[src/rtl/bwm_sched_pkg.sv]
// Shared constants and FSM state type for the bwm_mul_sched scheduler slice.
package bwm_sched_pkg;
   localparam int unsigned OPW  = 4;
   localparam int unsigned PRW  = 8;
   localparam int unsigned CNTW = 16;

   typedef enum logic [1:0] {
      IDLE = 2'd0,
      MUL  = 2'd1,
      HOLD = 2'd2
   } state_t;
endpackage

[src/rtl/bwm4_core.sv]
// Combinational 4x4 signed Baugh-Wooley multiplier producing an 8-bit product.
module bwm4_core
   import bwm_sched_pkg::*;
(
   input  logic [OPW-1:0] a,
   input  logic [OPW-1:0] b,
   output logic [PRW-1:0] p
);

   logic [PRW-1:0] acc;
   logic           pp;

   // Partial products pairing one sign bit with a magnitude bit are inverted;
   // the constant 0x90 folds in the correction ones at bits 4 and 7.
   always_comb begin
      acc = 8'h90;
      pp  = 1'b0;
      for (int unsigned i = 0; i < OPW; i++) begin
         for (int unsigned j = 0; j < OPW; j++) begin
            pp = a[i] & b[j];
            if ((i == OPW - 1) != (j == OPW - 1))
               pp = ~pp;
            acc = acc + (PRW'(pp) << (i + j));
         end
      end
   end

   assign p = acc;

endmodule

[src/rtl/bwm_mul_sched.sv]
// Round-robin scheduler in front of one shared bwm4_core multiplier.
// Optional accepted-request counter enabled by defining BWM_SCHED_STATS_EN.
module bwm_mul_sched
   import bwm_sched_pkg::*;
#(
   parameter  int unsigned NREQ = 4,
   localparam int unsigned IDW  = $clog2(NREQ)
)(
   input  logic                clk,
   input  logic                rst_n,
   input  logic [NREQ-1:0]     req_valid,
   output logic [NREQ-1:0]     req_ready,
   input  logic [4*NREQ-1:0]   req_x,
   input  logic [4*NREQ-1:0]   req_y,
   output logic                rsp_valid,
   input  logic                rsp_ready,
   output logic [IDW-1:0]      rsp_id,
   output logic [7:0]          rsp_p
`ifdef BWM_SCHED_STATS_EN
   ,
   output logic [15:0]         grant_cnt,
   input  logic                stats_clr
`endif
);

   state_t         state;
   logic [IDW-1:0] last_grant;
   logic [OPW-1:0] op_x;
   logic [OPW-1:0] op_y;
   logic [IDW-1:0] op_id;
   logic [PRW-1:0] core_p;

   logic [IDW:0]   pick;
   logic [IDW-1:0] win;
   logic           grant_ok;
   logic           accept;
   logic [OPW-1:0] sel_x;
   logic [OPW-1:0] sel_y;

   // Returns {found, index}; search begins one past the last accepted requester.
   function automatic logic [IDW:0] rr_pick(input logic [NREQ-1:0] v,
                                            input logic [IDW-1:0]  last);
      logic [IDW:0] r;
      int unsigned  idx;
      r = '0;
      for (int unsigned k = 1; k <= NREQ; k++) begin
         idx = (32'(last) + k) % NREQ;
         if (!r[IDW] && v[IDW'(idx)])
            r = {1'b1, IDW'(idx)};
      end
      return r;
   endfunction

   always_comb begin
      pick     = rr_pick(req_valid, last_grant);
      win      = pick[IDW-1:0];
      grant_ok = rst_n && ((state == IDLE) || ((state == HOLD) && rsp_ready));
      accept   = grant_ok && pick[IDW];
      req_ready = '0;
      if (accept)
         req_ready[win] = 1'b1;
      sel_x = '0;
      sel_y = '0;
      for (int unsigned i = 0; i < NREQ; i++) begin
         if (32'(win) == i) begin
            sel_x = req_x[i*OPW +: OPW];
            sel_y = req_y[i*OPW +: OPW];
         end
      end
   end

   bwm4_core u_core (
      .a (op_x),
      .b (op_y),
      .p (core_p)
   );

   always_ff @(posedge clk or negedge rst_n) begin
      if (!rst_n) begin
         state      <= IDLE;
         last_grant <= IDW'(NREQ - 1);
         op_x       <= '0;
         op_y       <= '0;
         op_id      <= '0;
         rsp_valid  <= 1'b0;
         rsp_id     <= '0;
         rsp_p      <= '0;
      end else begin
         if (accept) begin
            op_x       <= sel_x;
            op_y       <= sel_y;
            op_id      <= win;
            last_grant <= win;
         end
         case (state)
            IDLE: begin
               if (accept)
                  state <= MUL;
            end
            MUL: begin
               rsp_p     <= core_p;
               rsp_id    <= op_id;
               rsp_valid <= 1'b1;
               state     <= HOLD;
            end
            HOLD: begin
               if (rsp_ready) begin
                  rsp_valid <= 1'b0;
                  state     <= accept ? MUL : IDLE;
               end
            end
            default: state <= IDLE;
         endcase
      end
   end

`ifdef BWM_SCHED_STATS_EN
   logic [CNTW-1:0] cnt_q;

   always_ff @(posedge clk or negedge rst_n) begin
      if (!rst_n)
         cnt_q <= '0;
      else if (stats_clr)
         cnt_q <= '0;
      else if (accept && (cnt_q != '1))
         cnt_q <= cnt_q + 1'b1;
   end

   assign grant_cnt = cnt_q;
`endif

endmodule
[config.mk]
export PLATFORM = sky130hd
export DESIGN_NAME = bwm_mul_sched
export DESIGN_NICKNAME = d
export VERILOG_FILES = /design/src/rtl/bwm_sched_pkg.sv /design/src/rtl/bwm4_core.sv /design/src/rtl/bwm_mul_sched.sv
export SDC_FILE = /design/constraint.sdc
export NUM_CORES = 1
export LEC_CHECK = 0
export CORE_MARGIN = 5
export CORE_UTILIZATION = 47
export CTS_CLUSTER_DIAMETER = 100
export DETAILED_ROUTE_END_ITERATION = 10
export PLACE_DENSITY = 0.8
export REMOVE_ABC_BUFFERS = 1
export SLEW_MARGIN = 20
export SYNTH_ARGS = -nofsm -noshare
export SYNTH_HDL_FRONTEND = slang
export SYNTH_SLANG_ARGS = --single-unit
[constraint.sdc]
create_clock -name clk -period 3.94 [get_ports clk]
set_clock_uncertainty 0.15 [all_clocks]
set_input_delay 0.394 -clock clk [delete_from_list [all_inputs] [get_ports clk]]
set_output_delay 0.394 -clock clk [all_outputs]
set_load 0.02 [all_outputs]
==> results of run 1 <==
==> cell type report <==
cell class,count,area share
Sequential cell,25,0.270
Timing Repair Buffer,56,0.238
Clock inverter,1,0.00323
Inverter,10,0.0161
Tap cell,48,0.0258
Clock buffer,3,0.0178
Multi-Input combinational cell,133,0.429
==> routing by layer <==
metal  share of wire  GRT usage  up-vias
met3           0.049     0.0128        4
met5               0          0        -
met1            0.44      0.177      639
met2            0.50      0.246       34
met4           0.012     0.0564        0
li1                -          -      708
==> sequential cells by signal (all words and copies together), names as in the netlist <==
name and count:
rsp_valid 1, op_id 2, last_grant 2, state 2, op_y 4, rsp_id 2
rsp_p 8, op_x 4
==> worst min path at each step <==
stage | start | to | slack [ns]
5_1_grt | rsp_p[3]$_DFFE_PN0P_ | rsp_p[3]$_DFFE_PN0P_ | 0.38
2_1_floorplan | rst_n | op_id[0]$_DFFE_PN0N_ | -0.05
3_5_place_dp | rsp_p[6]$_DFFE_PN0P_ | rsp_p[6]$_DFFE_PN0P_ | 0.32
3_3_place_gp | rsp_p[5]$_DFFE_PN0P_ | rsp_p[5]$_DFFE_PN0P_ | 0.31
4_1_cts | rsp_p[6]$_DFFE_PN0P_ | rsp_p[6]$_DFFE_PN0P_ | 0.34
6_report | rsp_p[6]$_DFFE_PN0P_ | rsp_p[6]$_DFFE_PN0P_ | 0.33
==> synthesized netlist by cell type, drive strengths merged <==
master	number	area, sq um
nor2	7	26.3
a21oi	4	20.0
nand4b	1	8.76
mux2	12	135
ha	10	125
o22a	1	8.76
inv	10	37.5
o221ai	1	8.76
nand3	3	15.0
and2b	1	7.51
o31ai	2	15.0
nand2b	4	25.0
xor2	1	8.76
o21ai	13	83.8
fa	5	100
buf	6	61.3
nor3	2	10.0
a21o	3	22.5
or4	1	7.51
and2	7	43.8
o221a	1	11.3
and3	1	6.26
dfstp	2	52.6
nand2	32	120
nor2b	1	6.26
o211ai	1	7.51
o21a	2	15.0
o31a	2	17.5
dfrtp	23	576
mux2i	10	100
or2	1	6.26
xnor2	2	17.5
a2bb2oi	2	17.5
clkbuf	2	7.51
==> power by group through the flow <==
stage / sequential (W) / clock (W) / combinational (W)
after CTS: 0.000478 / 0.000157 / 0.00112
after detailed placement: 0.000483 / 0 / 0.00111
final: 0.000476 / 0.000152 / 0.00109
after global placement: 0.000480 / 0 / 0.00107
after floorplan: 0.000526 / 0 / 0.000724
after global routing: 0.000498 / 0.000167 / 0.00124
==> worst max-delay path, cell delays in order, from the launching register on <==
cell	delay (ns)
dfrtp_1	0.42
and2_1	0.19
fa_1	0.50
fa_1	0.50
ha_1	0.24
fa_1	0.41
a21o_1	0.19
a21oi_1	0.16
xnor2_1	0.12
o21ai_0	0.09
==> metrics by stage <==
step           cell area [sq um]  total power [W]  utilization  instances
2_1_floorplan               1660          0.00125            -        168
3_3_place_gp                2280          0.00155        0.631        272
3_5_place_dp                2280          0.00159        0.631        272
4_1_cts                     2320          0.00175        0.645        276
5_1_grt                     2320          0.00191        0.645        276
6_report                    2320          0.00172        0.645        276
==> kinds of logic (layout without fill, tap and decap cells) <==
group,count (synthesis),after routing
muxes,22,22
AOI/OAI and AO/OA,32,32
adders and majority gates,15,15
DFF,25,25
xor gates and xnor gates,3,3
buffers and inverters,18,70
and+or+nand+nor,61,61
==> impl_metrics.ini, run 1 <==
[setup_path]
r2r-start = op_y[1]$_DFFE_PN0N_
start_kind = flip-flop
r2r_slack_ns = 0.82
cp.arrival_ns = 3.10
crit_path_max_fanout = 5
r2r_cells = 9
endpoint = rsp_p[7]$_DFFE_PN0P_
required_ns = 3.92
end_kind = flip-flop
criticalPathCategory = reg -> reg
r2r-end = rsp_p[7]$_DFFE_PN0P_
crit_start = op_y[1]$_DFFE_PN0N_

[synthesis]
yosysWarnings = 0
syn_inst = 176
synthAdderAreaFrac = 0.130
synth.avg_cell_area_sq_um = 9.84
netlist_area_sq_mm = 0.00173
ys_seq_area_frac = 0.363
synth_xor_area_frac = 0.0152
synth_compound_area_frac = 0.132
synth_top_family_by_area = simple AND/OR/NAND/NOR gates
ys_types = 40
synth-simple-area-share = 0.163
muxShareOfSynthArea = 0.136
synth-seq-cells = 25

[power]
p_int_w = 0.00102
ir_worst_vdd_uv = 426
p_per_area_mw_per_mm2 = 740
p_leak_nw = 1.04
switching_share = 0.409
clkPwrFrac = 0.088
p_sw_w = 0.000704
seqPwrFrac = 0.277
pwr-share-comb = 0.635

[drt]
routedWlPerCell_um = 12.2
drc = 0
vias = 1385
vias_per_cell = 5.02
drt_iter0_drc = 44
ant_nets = 0
dr.pass1.iters = 4
wl_um = 3360

[placement]
routabilityCongestion = 0.831
port_buffers = 53
dpl.hpwl_um = 2830
pre_cts_ws_ns = 0.807

[job]
maxCapViolations = 0

[floorplan]
row_count = 22
fp.coreArea_sq_mm = 0.00361
start_util = 0.480
dieArea_sq_mm = 0.00500
die_h_um = 70.7
dieWidth_um = 70.7
io_pins = 54

[clock_tree]
worstSkewPairLatency_ns = 0.27
cts-resized-gates = 0
clockBufferDepth = 2
cts_tree = yes
cts.sinks = 25
h-tree-depth = 1
post_cts_buffers = 0
clkSlewWorstSetupHoldPaths_ns = 0.08
postCtsHoldBufs = 0
numCtsBuffers = 3
cts_root_buf = clkbuf_8

[timing]
max_freq_ghz = 0.321
relSlewSlack = 0.612
finalSetupViolCount = 0
slew_violations = 0
min_period_over_period = 0.792
fin_tns_setup_ns = 0
fin_crit_ns = 3.12
hold_violations = 0
rsz0062_at_grt = false
timing.final.ws_setup_ns = 0.821
tightest_slew_ns = 0.582
hold_ws_ns = 0.331

[global_route]
grt_pass1_vias = 1353
grt_pass1_wl_um = 5840
overflow = 0
grt_max_degree = 26
antenna_found_initial = 0
grt_usage = 0.140

[layout]
nets = 283
diodes = 0
fillers = 305
multiInputGateArea_sq_um = 997
areaGrowthSynthToFinish_pct = 34.2
drive_gt1_frac = 0.123
mostFrequentLayoutCells = 53 x clkdlybuf4s50_1, 32 x nand2_1, 23 x dfrtp_1
regArea_sq_um = 628
layout_commonest_cell = clkdlybuf4s50_1

[min_path]
hp-class = reg -> reg
hold_path_depth = 2

[run_status]
status = finished clean
Power figures use the tool's default switching activity.
==> run 2: changes to the inputs <==
Settings changed: CORE_UTILIZATION 47 to 42, PLACE_DENSITY 0.8 to 0.75.
Clock period 3.94 ns to 2.6 ns, I/O delays scaled along.
==> impl_metrics.ini, run 2 (synthesis results as in run 1) <==
[clock_tree]
cts_root_buf = clkbuf_8
cts.sinks = 25
clkSlewWorstSetupHoldPaths_ns = 0.08
numCtsBuffers = 3
worstSkewPairLatency_ns = 0.27
postCtsHoldBufs = 0
clockBufferDepth = 2
cts_tree = yes
h-tree-depth = 1

[drt]
drt_iter0_drc = 30
vias = 1444
routedWlPerCell_um = 12.6
vias_per_cell = 4.89
ant_nets = 0
wl_um = 3710
dr.pass1.iters = 4
drc = 0

[setup_path]
crit_path_max_fanout = 2
cp_num_buf_inv = 0
cp_top_family = adder cells
cp_common_cell = fa_2
slowest_stage = fa_2
end_kind = flip-flop
start_kind = flip-flop
required_ns = 2.59
path_cells = and2_4 > fa_2 > fa_2 > ha_4 > fa_2 > a21o_1 > a21oi_2 > xnor2_1 > o21ai_1
cp.arrival_ns = 2.89
criticalPathCategory = reg -> reg
slowest_delay_ns = 0.55

[run_status]
status = complete, but fails checks
violations = setup timing

[placement]
pre_cts_ws_ns = -0.463
dpl.hpwl_um = 3020
routabilityCongestion = 0.801
port_buffers = 53

[timing]
relSlewSlack = 0.641
tightest_slew_ns = 0.539
fin_crit_ns = 2.90
hold_ws_ns = 0.241
hold_violations = 0
min_period_over_period = 1.11
rsz0062_at_grt = true
finalSetupViolCount = 4
slew_violations = 0
max_freq_ghz = 0.345
timing.final.ws_setup_ns = -0.297

[layout]
nets = 300
diodes = 0
multiInputGateArea_sq_mm = 0.00106
regArea_sq_um = 628
areaGrowthSynthToFinish_pct = 45.6
largest_reg_flops = 8
layout_commonest_cell = clkdlybuf4s50_1
fillers = 376
largest-register = rsp_p
reg_top3 = rsp_p: 8 flops, op_x: 4 flops, op_y: 4 flops
drive_gt1_frac = 0.237
mostFrequentLayoutCells = 49 x clkdlybuf4s50_1, 32 x nand2_1, 23 x dfrtp_1

[power]
p_sw_w = 0.00125
p_leak_nw = 1.16
clkPwrFrac = 0.074
switching_share = 0.401
ir_worst_vdd_uv = 418
pwr-share-comb = 0.703
seqPwrFrac = 0.223
p_per_area_mw_per_mm2 = 1230
p_int_w = 0.00186

[global_route]
grt_usage = 0.144
grt_max_degree = 26
grt_pass1_vias = 1454
overflow = 0
grt_pass1_wl_um = 6130
antenna_found_initial = 0

[floorplan]
die_h_um = 74.2
dieArea_sq_mm = 0.00551
fp.coreArea_sq_mm = 0.00400
dieWidth_um = 74.2
start_util = 0.433
io_pins = 54
row_count = 23

[job]
maxCapViolations = 0

[min_path]
hp-class = in -> async
==> run 2: final timing paths <==
| check | start | endpoint | cells past startpoint | slack (ns) |
|---|---|---|---|---|
| max in group asynchronous | rst_n | last_grant[0]$_DFFE_PN1N_ | 2 | 1.77 |
| setup / recovery | op_x[1]$_DFFE_PN0N_ | rsp_p[7]$_DFFE_PN0P_ | 9 | -0.30 |
| setup reg to reg | op_x[1]$_DFFE_PN0N_ | rsp_p[7]$_DFFE_PN0P_ | 9 | -0.30 |
| hold / removal | rst_n | rsp_id[0]$_DFFE_PN0P_ | 2 | 0.24 |
| hold reg to reg | rsp_p[6]$_DFFE_PN0P_ | rsp_p[6]$_DFFE_PN0P_ | 2 | 0.34 |
| min in group clk | rsp_p[6]$_DFFE_PN0P_ | rsp_p[6]$_DFFE_PN0P_ | 2 | 0.34 |
==> run 2: timing repair <==
item                                   CTS  global route
pin swaps                                7             8
endpoints found under the hold margin    0             0
buffers inserted                         0             2
resized for setup                       13            10
setup endpoints to repair                7             5
==> run 2: worst reg2reg max path: stages (launching register included) <==
cell and delay (ns):
dfrtp_1 0.39, and2_4 0.17, fa_2 0.55, fa_2 0.46, ha_4 0.18, fa_2 0.34
a21o_1 0.17, a21oi_2 0.15, xnor2_1 0.13, o21ai_1 0.07
==> run 2: final cells by class <==
| cell class | count | share of cell area |
|---|---|---|
| Multi-Input combinational cell | 133 | 0.422 |
| Timing Repair Buffer | 73 | 0.271 |
| Sequential cell | 25 | 0.249 |
| Tap cell | 50 | 0.0248 |
| Clock buffer | 4 | 0.0179 |
| Inverter | 10 | 0.0149 |
==> run 2: stage by stage <==
step | total power [W] | setup TNS, ns | cell area (sq um) | cells | utilization
2_1_floorplan | 0.00189 | -0.520 | 1660 | 168 | -
3_3_place_gp | 0.00249 | -0.701 | 2390 | 289 | 0.598
3_5_place_dp | 0.00255 | -0.985 | 2390 | 289 | 0.598
4_1_cts | 0.00290 | -0.484 | 2460 | 293 | 0.616
5_1_grt | 0.00342 | -0.994 | 2520 | 295 | 0.630
6_report | 0.00311 | -0.617 | 2520 | 295 | 0.630
==> run 2: layer usage <==
layer | global-route usage | share of wire | up-vias
met2 | 0.244 | 0.48 | 47
met5 | 0 | 0 | -
met3 | 0.0351 | 0.075 | 4
li1 | - | - | 738
met1 | 0.168 | 0.42 | 655
met4 | 0.0751 | 0.018 | 0
==> run 2: power by group through the flow <==
stage / Sequential (W) / Combinational, W / Clock, W
after floorplan: 0.000798 / 0.00110 / 0
after global routing: 0.000716 / 0.00245 / 0.000254
after CTS: 0.000693 / 0.00196 / 0.000238
after global placement: 0.000688 / 0.00180 / 0
after detailed placement: 0.000698 / 0.00186 / 0
final: 0.000692 / 0.00218 / 0.000230
